**config.mk**
```make
export PLATFORM = sky130hd
export DESIGN_NAME = fifo_wptr_burst
export DESIGN_NICKNAME = d
export VERILOG_FILES = /design/src/rtl/fifo_wptr_burst.sv
export SDC_FILE = /design/constraint.sdc
export NUM_CORES = 1
export LEC_CHECK = 0
export ABC_AREA = 1
export BUFFER_PORTS_ARGS = -buffer_cell sky130_fd_sc_hd__buf_2
export CAP_MARGIN = 25
export CELL_PAD_IN_SITES_DETAIL_PLACEMENT = 0
export CELL_PAD_IN_SITES_GLOBAL_PLACEMENT = 2
export CORE_ASPECT_RATIO = 1.75
export CORE_MARGIN = 3
export CORE_UTILIZATION = 26
export DETAILED_ROUTE_END_ITERATION = 16
export PLACE_DENSITY = 0.72
export SYNTH_ARGS = -nofsm -noshare
export SYNTH_HDL_FRONTEND = slang
export SYNTH_SLANG_ARGS = --single-unit
```
**constraint.sdc**
```tcl
create_clock -name w_clk -period 3.65 [get_ports w_clk]
set_clock_uncertainty 0.15 [all_clocks]
set_input_delay 0.1825 -clock w_clk [delete_from_list [all_inputs] [get_ports w_clk]]
set_output_delay 0.1825 -clock w_clk [all_outputs]
set_load 0.005 [all_outputs]
```
**src/rtl/fifo_wptr_burst.sv**
```systemverilog
// Write-side pointer controller for a dual-clock FIFO with multi-entry bursts.
// Keeps the binary and Gray write pointers and registered level/space/flag outputs.
module fifo_wptr_burst #(
    parameter int POINTER_WIDTH = 5,
    parameter int MAX_WR        = 4,
    parameter int CW            = $clog2(MAX_WR + 1)
) (
    input  logic                       w_clk,
    input  logic                       wrst,
    input  logic                       wr_vld,
    input  logic [CW-1:0]              wr_cnt,
    input  logic [POINTER_WIDTH-1:0]   gray_rptr,
    input  logic [POINTER_WIDTH-1:0]   af_thresh,
    input  logic                       ovf_clr,
    output logic                       wr_acc,
    output logic [CW-1:0]              wr_acc_cnt,
    output logic [POINTER_WIDTH-2:0]   waddr,
    output logic [POINTER_WIDTH-1:0]   gray_wptr,
    output logic [POINTER_WIDTH-1:0]   wlevel,
    output logic [POINTER_WIDTH-1:0]   wspace,
    output logic                       wfull,
    output logic                       walmost_full,
    output logic                       wovf
);

    localparam logic [POINTER_WIDTH-1:0] DEPTH = POINTER_WIDTH'(1) << (POINTER_WIDTH - 1);

    logic [POINTER_WIDTH-1:0] wptr_q,         wptr_d;
    logic [POINTER_WIDTH-1:0] gray_wptr_q,    gray_wptr_d;
    logic [POINTER_WIDTH-1:0] wlevel_q,       wlevel_d;
    logic [POINTER_WIDTH-1:0] wspace_q,       wspace_d;
    logic                     wfull_q,        wfull_d;
    logic                     walmost_full_q, walmost_full_d;
    logic                     wovf_q,         wovf_d;

    logic [POINTER_WIDTH-1:0] rptr_bin;
    logic [POINTER_WIDTH-1:0] wr_cnt_ext;
    logic                     req_nz;
    logic                     wr_rej;

    // Each binary bit is the XOR of all Gray bits at or above it.
    genvar gi;
    generate
        for (gi = 0; gi < POINTER_WIDTH; gi++) begin : g_g2b
            assign rptr_bin[gi] = ^gray_rptr[POINTER_WIDTH-1:gi];
        end
    endgenerate

    // Acceptance only looks at last cycle's registered space, never at gray_rptr.
    always_comb begin
        wr_cnt_ext = POINTER_WIDTH'(wr_cnt);
        req_nz     = !wrst && wr_vld && (wr_cnt != '0);
        wr_acc     = req_nz && (wr_cnt_ext <= wspace_q);
        wr_rej     = req_nz && (wr_cnt_ext > wspace_q);
        wr_acc_cnt = wr_acc ? wr_cnt : '0;
    end

    always_comb begin
        wptr_d         = wr_acc ? (wptr_q + wr_cnt_ext) : wptr_q;
        gray_wptr_d    = wptr_d ^ (wptr_d >> 1);
        wlevel_d       = wptr_d - rptr_bin;
        wspace_d       = DEPTH - wlevel_d;
        wfull_d        = (wlevel_d == DEPTH);
        walmost_full_d = (wlevel_d >= af_thresh);
        // A reject in the same cycle as a clear keeps the flag set.
        if (wr_rej) begin
            wovf_d = 1'b1;
        end else if (ovf_clr) begin
            wovf_d = 1'b0;
        end else begin
            wovf_d = wovf_q;
        end
    end

    always_ff @(posedge w_clk) begin
        if (wrst) begin
            wptr_q         <= '0;
            gray_wptr_q    <= '0;
            wlevel_q       <= '0;
            wspace_q       <= DEPTH;
            wfull_q        <= 1'b0;
            walmost_full_q <= 1'b0;
            wovf_q         <= 1'b0;
        end else begin
            wptr_q         <= wptr_d;
            gray_wptr_q    <= gray_wptr_d;
            wlevel_q       <= wlevel_d;
            wspace_q       <= wspace_d;
            wfull_q        <= wfull_d;
            walmost_full_q <= walmost_full_d;
            wovf_q         <= wovf_d;
        end
    end

    assign waddr        = wptr_q[POINTER_WIDTH-2:0];
    assign gray_wptr    = gray_wptr_q;
    assign wlevel       = wlevel_q;
    assign wspace       = wspace_q;
    assign wfull        = wfull_q;
    assign walmost_full = walmost_full_q;
    assign wovf         = wovf_q;

endmodule

```
==> results of run 1 <==
==> final cells by class <==
type | instances | share of cell area
Multi-Input combinational cell | 115 | 0.4651
Sequential cell | 21 | 0.2368
Timing Repair Buffer | 48 | 0.1438
Inverter | 43 | 0.09091
Tap cell | 54 | 0.03806
Clock buffer | 4 | 0.02537
==> worst paths after layout <==
kind / to / slack, ns / cells past startpoint
worst min register to register: wovf$_SDFFE_PP0P_ / 0.32 / 2
worst min-delay path: wovf$_SDFFE_PP0P_ / 0.02 / 4
worst max register to register: walmost_full$_SDFF_PP0_ / 0.36 / 22
worst max-delay path: walmost_full$_SDFF_PP0_ / 0.36 / 22
==> sequential cells by signal (all words and copies together) (netlist names) <==
register      cells
wspace            4
walmost_full      1
wovf              1
wlevel            5
gray_wptr         4
wfull             1
wptr_q            5
==> kinds of logic after synthesis <==
| logic type | Yosys count |
|---|---|
| compound gates | 18 |
| flops | 21 |
| buf+inv | 47 |
| xor+xnor | 10 |
| fa+ha+maj | 18 |
| simple gates | 69 |
==> critical path: stages (launching register included) <==
cell	delay, ns
dfxtp_1	0.33
inv_1	0.06
ha_4	0.27
nand2_1	0.05
inv_1	0.04
nand3_1	0.06
nand2_1	0.10
nand2_2	0.09
nand2_4	0.11
buf_4	0.15
nand2_1	0.08
o21ai_4	0.10
inv_2	0.07
fa_2	0.42
xor2_2	0.20
inv_1	0.08
ha_1	0.29
o211ai_1	0.09
nand3b_1	0.12
o21ai_1	0.12
inv_1	0.05
nand2_1	0.06
a21oi_1	0.06
==> per-layer routing <==
metal	up-vias	global-route usage	wire (µm)
li1	654	-	-
met1	520	0.1247	1273
met2	24	0.2139	1886
met3	4	0.01118	99
met4	0	0.03922	51
met5	-	0	0
==> timing repair <==
item | in CTS | in global routing
endpoints found under the hold margin | 0 | 0
setup buffers | 0 | 3
pin swaps | 0 | 4
gates cloned | 0 | 0
setup endpoints to repair | 1 | 2
gates resized for setup | 1 | 5
hold buffers | 0 | 0
==> cells in the mapped netlist (all sizes together) <==
| cell | number | share of area |
|---|---|---|
| nand4 | 1 | 0.0044 |
| fa | 2 | 0.028 |
| a31oi | 1 | 0.015 |
| clkbuf | 1 | 0.0027 |
| o21ai | 6 | 0.032 |
| ha | 16 | 0.14 |
| a21oi | 8 | 0.028 |
| buf | 3 | 0.021 |
| o211ai | 1 | 0.0053 |
| inv | 43 | 0.11 |
| xnor2 | 7 | 0.054 |
| nor2 | 27 | 0.074 |
| o22a | 1 | 0.0062 |
| xor2 | 3 | 0.024 |
| or2 | 1 | 0.0044 |
| nand3b | 1 | 0.0053 |
| nand3 | 11 | 0.053 |
| nand2 | 28 | 0.082 |
| a2bb2oi | 1 | 0.0062 |
| dfxtp | 21 | 0.30 |
==> metrics by stage <==
step                total power [W]  setup WS [ns]  hold slack (ns)  instance area (µm²)  std cells
floorplan                 0.0006150         0.2611           0.1958                 1411        183
global placement          0.0007686        0.03455           0.2977                 1678        278
detailed placement        0.0007641        0.01729           0.2941                 1678        278
CTS                       0.0009213        0.05456          0.01776                 1728        282
global route               0.001034       0.001595          0.04945                 1775        285
finish                    0.0009251         0.3586          0.02012                 1775        285
==> power breakdown <==
part	internal [W]	switching, W
sequential	0.000278	0.0000227
combinational	0.000211	0.000261
clock	0.0000777	0.0000739
total	0.000567	0.000358
==> impl_metrics.env, run 1 <==
export IMPL_drv_cap=0
export IMPL_final_nets=267
export IMPL_ios=43
export IMPL_row_count=34
export IMPL_hp_class="input port to register"
export IMPL_fin_tns_setup_ns=0
export IMPL_crit_arrival_ns=3.29
export IMPL_final_cell_mix="buf_2, inv_1, nor2_1"
export IMPL_yosysWarnings=0
export IMPL_grt_max_degree=16
export IMPL_grt_use_total=0.1132
export IMPL_min_period_ns=3.291
export IMPL_num_vias=1202
export IMPL_fmax_mhz=303.8
export IMPL_rr_startpoint="wspace[2]$_SDFF_PP0_"
export IMPL_drt_wl_total_mm=3.311
export IMPL_path_max_fanout=7
export IMPL_initial_core_util=0.2765
export IMPL_grt_pass1_vias=1223
export IMPL_cp_end_kind="register"
export IMPL_cts_clk_slew_worst_paths_ns=0.07
export IMPL_synth_fa_ha_area_frac=0.1702
export IMPL_dieWidth_um=61.70
export IMPL_cts_root_buf="clkbuf_8"
export IMPL_synth_top_family_by_area="simple AND/OR/NAND/NOR gates"
export IMPL_ant_nets=0
export IMPL_synth_xor_area_frac=0.07801
export IMPL_final_common_cell="buf_2"
export IMPL_hpwl_mm=2.893
export IMPL_ir_drop_uv=192.0
export IMPL_clock_sinks=21
export IMPL_ys_seq_elements=21
export IMPL_cts_tree="yes"
export IMPL_syn_to_final_growth_pct=25.80
export IMPL_worst_pin_slew_ns=0.3233
export IMPL_min_from="ovf_clr"
export IMPL_synthesis_nets=218
export IMPL_drive_gt1_frac=0.3247
export IMPL_wl_per_cell_um=11.62
export IMPL_powerDensity_nw_per_um2=521.0
export IMPL_cts_made_buffers=3
export IMPL_drv_slew=0
export IMPL_multiInputGateArea_um2=825.8
export IMPL_max_slew_margin=0.7829
export IMPL_synth_compound_area_frac=0.09309
export IMPL_place_congestion=0.7235
export IMPL_power_leakage_nw=0.9863
export IMPL_drcViolationCount=0
export IMPL_fin_util=0.3478
export IMPL_clock_latency_ns=0.26
export IMPL_synth_mux_area_frac=0
export IMPL_seqCellArea_um2=420.4
export IMPL_synth_simple_gate_area_frac=0.2225
export IMPL_antenna_found_initial=0
export IMPL_postSynthAreaPerCell_um2=7.712
export IMPL_ys_seq_area_frac=0.2979
export IMPL_drt_iter0_markers=32
export IMPL_rsz0062_at_grt="no"
export IMPL_synth_area_um2=1411
export IMPL_diodes=0
export IMPL_startpoint="wspace[2]$_SDFF_PP0_"
export IMPL_grt_first_pass_wirelength_mm=5.368
export IMPL_setup_viol_count_final=0
export IMPL_max_clock_path_buffers=2
export IMPL_finalHoldViolCount=0
export IMPL_fillers=593
export IMPL_min_period_over_period=0.9017
export IMPL_critPathRequiredTime_ns=3.65
export IMPL_startpoint_type="register"
export IMPL_grt_overflow=0
export IMPL_drt_pass1_iterations=2
export IMPL_status="finished clean"
export IMPL_port_buffer_count=42
export IMPL_ys_types=30
export IMPL_ctsHtreeMaxLevel=1
export IMPL_criticalPathCategory="register to register"
export IMPL_die_y_um=103.5
export IMPL_synth_cells=183
export IMPL_fp_dieArea_um2=6383
export IMPL_vias_per_cell=4.218
export IMPL_core_um2=5105
(Power assumes the default switching activity.)
==> inputs of run 2 (changes only) <==
Settings changed: ABC_AREA 1 to default, PLACE_DENSITY 0.72 to 0.69.
==> run 2 against run 1 <==
Against the previous run: global-route usage increased by 1.2 points; critical path depth is 6 lower; combinational power up 19%; largest power group unchanged; sequential share of layout area shrank 2.4 points; routed wire length rose by 8.6%; final cell count down 4.9%; highest routed layer unchanged; total power grew 9.8%; clock power about the same.
==> impl_metrics.env, run 2 <==
export IMPL_clock_sinks=21
export IMPL_synth_area_top_cells="dfxtp_1, ha_1, xnor2_1"
export IMPL_final_common_cell="buf_2"
export IMPL_cts_clk_slew_worst_paths_ns=0.08
export IMPL_ys_seq_elements=21
export IMPL_reg2reg_depth=16
export IMPL_fp_dieArea_um2=6111
export IMPL_worst_pin_slew_ns=0.6342
export IMPL_cp_num_cells=16
export IMPL_diodes=0
export IMPL_path_max_fanout=6
export IMPL_crit_family="compound AO/OA/AOI/OAI gates"
export IMPL_dp_cells=259
export IMPL_grt_max_degree=20
export IMPL_startpoint_type="register"
export IMPL_wl_per_cell_um=13.27
export IMPL_power_leakage_nw=0.9695
export IMPL_max_stage_delay_ns=0.38
export IMPL_crit_path_cell_trace="inv_2 > ha_4 > a311o_1 > a21oi_4 > nor2_4 > o21ai_2 > xor2_2 > inv_2 > ha_4 > a21o_1 > or3_4 > and2_4 > ha_4 > nor3b_4 > a22oi_1 > o211ai_1"
export IMPL_ys_types=44
export IMPL_drt_wl_total_mm=3.595
export IMPL_setup_slack_ns=0.08666
export IMPL_synth_most_common_cell="dfxtp_1"
export IMPL_powerDensity_nw_per_um2=506.6
export IMPL_vias_per_cell=4.535
export IMPL_die_y_um=101.2
export IMPL_synthesis_nets=184
export IMPL_p_total_w=0.001016
export IMPL_ant_nets=0
export IMPL_min_period_over_period=0.9763
export IMPL_drv_slew=0
export IMPL_dieWidth_um=60.40
export IMPL_rsz0062_at_grt="yes"
export IMPL_place_congestion=0.8186
export IMPL_ctsHtreeMaxLevel=1
export IMPL_max_clock_path_buffers=2
export IMPL_reg2reg_slack_ns=0.09
export IMPL_cp_num_buf_inv=2
export IMPL_synth_ff_type="dfxtp_1"
export IMPL_async_flop_share=0
export IMPL_yosysWarnings=0
export IMPL_slowest_stage="a311o_1"
export IMPL_cpMostUsedCell="ha_4"
export IMPL_antenna_found_initial=0
export IMPL_ios=43
export IMPL_drv_cap=0
export IMPL_max_slew_margin=0.5765
export IMPL_drt_iter0_markers=23
export IMPL_port_buffer_count=42
export IMPL_crit_arrival_ns=3.55
export IMPL_rr_startpoint="wspace[2]$_SDFF_PP0_"
export IMPL_crit_end="walmost_full$_SDFF_PP0_"
export IMPL_fin_util=0.4030
export IMPL_drcViolationCount=0
export IMPL_hpwl_mm=3.012
export IMPL_final_cell_mix="buf_2, buf_4, dfxtp_1"
export IMPL_ir_drop_uv=255.8
export IMPL_finalHoldViolCount=0
export IMPL_critPathRequiredTime_ns=3.64
export IMPL_grt_pass1_vias=1273
export IMPL_drt_pass1_iterations=4
export IMPL_cp_end_kind="register"
export IMPL_row_count=34
export IMPL_core_um2=4977
export IMPL_grt_use_total=0.1248
export IMPL_initial_core_util=0.2705
export IMPL_cts_root_buf="clkbuf_8"
export IMPL_hp_class="input port to register"
export IMPL_grt_first_pass_wirelength_mm=5.740
export IMPL_synth_largest_area_cell="dfxtp_1"
export IMPL_clock_latency_ns=0.26
export IMPL_startpoint="wspace[2]$_SDFF_PP0_"
export IMPL_cts_hold_buf=0
export IMPL_cts_tree="yes"
export IMPL_status="finished clean"
export IMPL_fin_tns_setup_ns=0
export IMPL_r2r_end="walmost_full$_SDFF_PP0_"
export IMPL_cts_made_buffers=3
export IMPL_final_nets=253
export IMPL_setup_viol_count_final=0
export IMPL_syn_to_final_growth_pct=48.98
export IMPL_synth_cells=149
export IMPL_dp_slack_ns=-0.09135
export IMPL_num_vias=1229
export IMPL_postSynthAreaPerCell_um2=9.036
export IMPL_final_cells=271
export IMPL_synth_edf_count=0
export IMPL_criticalPathCategory="register to register"
export IMPL_synthTopCellsByCount="dfxtp_1, ha_1, nor2_1"
export IMPL_min_period_ns=3.563
export IMPL_synth_top_area_frac=0.3123
export IMPL_synth_area_um2=1346
export IMPL_ys_seq_area_frac=0.3123
export IMPL_fmax_mhz=280.6
export IMPL_drive_gt1_frac=0.5346
export IMPL_grt_overflow=0
## run 2: cell count changes after synthesis, sizes merged, moves of 3 or more
cell | before | now
nor3 | 0 | 4
and2b | 0 | 3
nand2 | 28 | 4
nor2b | 0 | 5
and2 | 0 | 3
inv | 43 | 15
a21o | 0 | 5
nor2 | 27 | 16
nand3 | 11 | 5
## run 2: what timing repair did
item	in CTS	in global routing
pin swaps	3	10
cloned	0	0
setup endpoints to repair	2	2
buffers inserted	4	4
gates resized for setup	6	13
## run 2: how the worst min path moves through the flow
stage                       start                   end  slack, ns  cells after the start
after global placement    ovf_clr     wovf$_SDFFE_PP0P_       0.35                      3
after CTS                 ovf_clr     wovf$_SDFFE_PP0P_       0.07                      3
after floorplan              wrst  wspace[1]$_SDFF_PP0_       0.22                      2
final                     ovf_clr     wovf$_SDFFE_PP0P_       0.07                      3
after global routing      ovf_clr     wovf$_SDFFE_PP0P_       0.09                      3
after detailed placement  ovf_clr     wovf$_SDFFE_PP0P_       0.35                      3
## run 2: cells by family (layout without fill, tap and decap cells)
family / count (synthesis) / after routing / share of synthesized area
AO/OA/AOI/OAI: 23 / 23 / 0.1264
adder cells (fa/ha/maj): 18 / 18 / 0.1784
multiplexers: 1 / 1 / 0.007435
XOR/XNOR: 13 / 13 / 0.08457
flip-flops: 21 / 21 / 0.3123
buffers and inverters: 21 / 89 / 0.07341
AND/OR/NAND/NOR: 52 / 52 / 0.2175
## run 2: metal layers
layer	vias up	routed length (µm)	global-route usage
met3	7	119	0.01020
met5	-	0	0
li1	634	-	-
met4	0	107	0.06143
met2	32	1977	0.2333
met1	556	1390	0.1331
## run 2: stage by stage
step / hold WS (ns) / area (µm²)
2_1_floorplan: 0.2202 / 1434
3_5_place_dp: 0.3491 / 1815
6_report: 0.07245 / 2006
4_1_cts: 0.06632 / 1903
5_1_grt: 0.09059 / 2006
3_3_place_gp: 0.3466 / 1815
## run 2: power by group
| part | leakage, nW | switching (W) | internal, W |
|---|---|---|---|
| combinational | 0.770 | 0.000262 | 0.000303 |
| sequential | 0.174 | 0.0000215 | 0.000279 |
| clock | 0.0255 | 0.0000747 | 0.0000760 |
## run 2: final cells by class
type	count	area [µm²]
Multi-Input combinational cell	107	992.2
Clock buffer	3	41.29
Inverter	16	60.06
Tap cell	54	67.56
Sequential cell	21	426.7
Timing Repair Buffer	69	412.9
Clock inverter	1	5.005
Fill cell	512	2972
## run 2: worst reg2reg max path, cell delays in order, from the launching register on
cell      delay (ns)
dfxtp_2         0.34
inv_2           0.04
ha_4            0.21
a311o_1         0.38
a21oi_4         0.19
nor2_4          0.09
o21ai_2         0.12
xor2_2          0.20
inv_2           0.08
ha_4            0.27
a21o_1          0.20
or3_4           0.38
and2_4          0.18
ha_4            0.21
nor3b_4         0.15
a22oi_1         0.15
o211ai_1        0.11
==> inputs of run 3 (changes only) <==
Settings changed: MAX_ROUTING_LAYER from default to met4.
==> run 3 against run 2 <==
Against the previous run: sequential share of layout area unchanged; die area unchanged; clock power about the same; first-iteration DRC count up 4.3%; global-route usage up 0.36 points; utilization unchanged; design area unchanged; combinational power about the same; largest cell class unchanged; largest power group unchanged.
==> impl_metrics.env, run 3 (same netlist as run 2, synthesis figures left out) <==
export IMPL_status="finished clean"
export IMPL_path_max_fanout=6
export IMPL_startpoint_type="register"
export IMPL_cts_made_buffers=3
export IMPL_power_leakage_nw=0.9695
export IMPL_powerDensity_nw_per_um2=506.6
export IMPL_die_y_um=101.2
export IMPL_fmax_mhz=280.8
export IMPL_grt_pass1_vias=1273
export IMPL_row_count=34
export IMPL_max_slew_margin=0.5738
export IMPL_clock_latency_ns=0.26
export IMPL_num_vias=1226
export IMPL_final_cell_mix="buf_2, buf_4, dfxtp_1"
export IMPL_drv_slew=0
export IMPL_min_period_ns=3.562
export IMPL_cp_end_kind="register"
export IMPL_crit_arrival_ns=3.55
export IMPL_ir_drop_uv=255.8
export IMPL_cts_root_buf="clkbuf_8"
export IMPL_port_buffer_count=42
export IMPL_hp_class="input port to register"
export IMPL_drt_pass1_iterations=4
export IMPL_drive_gt1_frac=0.5346
export IMPL_grt_use_total=0.1284
export IMPL_final_nets=253
export IMPL_cts_clk_slew_worst_paths_ns=0.08
export IMPL_drcViolationCount=0
export IMPL_grt_overflow=0
export IMPL_max_clock_path_buffers=2
export IMPL_drt_iter0_markers=24
export IMPL_setup_viol_count_final=0
export IMPL_diodes=0
export IMPL_final_common_cell="buf_2"
export IMPL_initial_core_util=0.2705
export IMPL_criticalPathCategory="register to register"
export IMPL_place_congestion=0.8309
export IMPL_dieWidth_um=60.40
export IMPL_clock_sinks=21
export IMPL_ctsHtreeMaxLevel=1
export IMPL_dp_cells=259
export IMPL_rsz0062_at_grt="yes"
export IMPL_drv_cap=0
export IMPL_min_period_over_period=0.9758
export IMPL_core_um2=4977
export IMPL_vias_per_cell=4.524
export IMPL_ant_nets=0
export IMPL_syn_to_final_growth_pct=48.98
export IMPL_final_cells=271
export IMPL_grt_max_degree=20
export IMPL_wl_per_cell_um=13.23
export IMPL_antenna_found_initial=0
export IMPL_ios=43
export IMPL_cts_tree="yes"
export IMPL_hpwl_mm=3.012
export IMPL_final_cell_area_um2=2006
export IMPL_fp_dieArea_um2=6111
export IMPL_place_area_um2=1815
export IMPL_critPathRequiredTime_ns=3.64
export IMPL_worst_pin_slew_ns=0.6383
export IMPL_drt_wl_total_mm=3.584
export IMPL_grt_first_pass_wirelength_mm=5.740
export IMPL_finalHoldViolCount=0
## run 3: cell counts in the layout (fill, tap and decap cells not counted)
Identical to the previous run, type by type.
## run 3: area by class of cell
type,instances,area (µm²)
Tap cell,54,67.56
Fill cell,512,2972
Timing Repair Buffer,69,412.9
Clock inverter,1,5.005
Inverter,16,60.06
Clock buffer,3,41.29
Sequential cell,21,426.7
Multi-Input combinational cell,107,992.2
## run 3: path summary, 6_finish.rpt
check                                     startpoint                       to  slack (ns)  cells after the start
worst max-delay path            wspace[2]$_SDFF_PP0_  walmost_full$_SDFF_PP0_        0.09                     16
worst min-delay path                         ovf_clr        wovf$_SDFFE_PP0P_        0.07                      3
worst max register to register  wspace[2]$_SDFF_PP0_  walmost_full$_SDFF_PP0_        0.09                     16
worst min register to register     wovf$_SDFFE_PP0P_        wovf$_SDFFE_PP0P_        0.44                      2
## run 3: report_power, final
part,internal (W),switching [W]
clock network,0.0000760,0.0000747
registers,0.000279,0.0000215
logic,0.000303,0.000262
## run 3: critical path: stages (launching register included)
cell and delay, ns:
dfxtp_2 0.34, inv_2 0.04, ha_4 0.21, a311o_1 0.38
a21oi_4 0.19, nor2_4 0.08, o21ai_2 0.12, xor2_2 0.20
inv_2 0.08, ha_4 0.27, a21o_1 0.20, or3_4 0.38
and2_4 0.18, ha_4 0.21, nor3b_4 0.15, a22oi_1 0.15
o211ai_1 0.11
## run 3: timing repair
item,in CTS,in global routing
endpoints found under the setup margin,2,2
endpoints found under the hold margin,0,0
buffers inserted,4,4
resized for setup,6,13
hold buffers,0,0
pin swaps,3,10
## run 3: stage by stage
stage	setup slack, ns	hold WS (ns)	util	power [W]	TNS, ns
finish	0.08843	0.07245	0.4030	0.001016	0
global route	-0.09108	0.09059	0.4030	0.001111	-0.1359
CTS	0.01966	0.06632	0.3824	0.0009963	0
detailed placement	-0.09135	0.3491	0.3648	0.0008270	-0.09135
global placement	-0.02551	0.3466	0.3648	0.0008258	-0.02551
floorplan	-0.009004	0.2202	-	0.0006289	-0.009004
## run 3: layer usage
metal  GRT usage  vias to the layer above  routed length (µm)
met5           -                        -                   0
met4     0.06143                        0                 107
met3     0.01020                        7                 117
met2      0.2333                       30                1982
met1      0.1331                      555                1376
li1            -                      634                   -
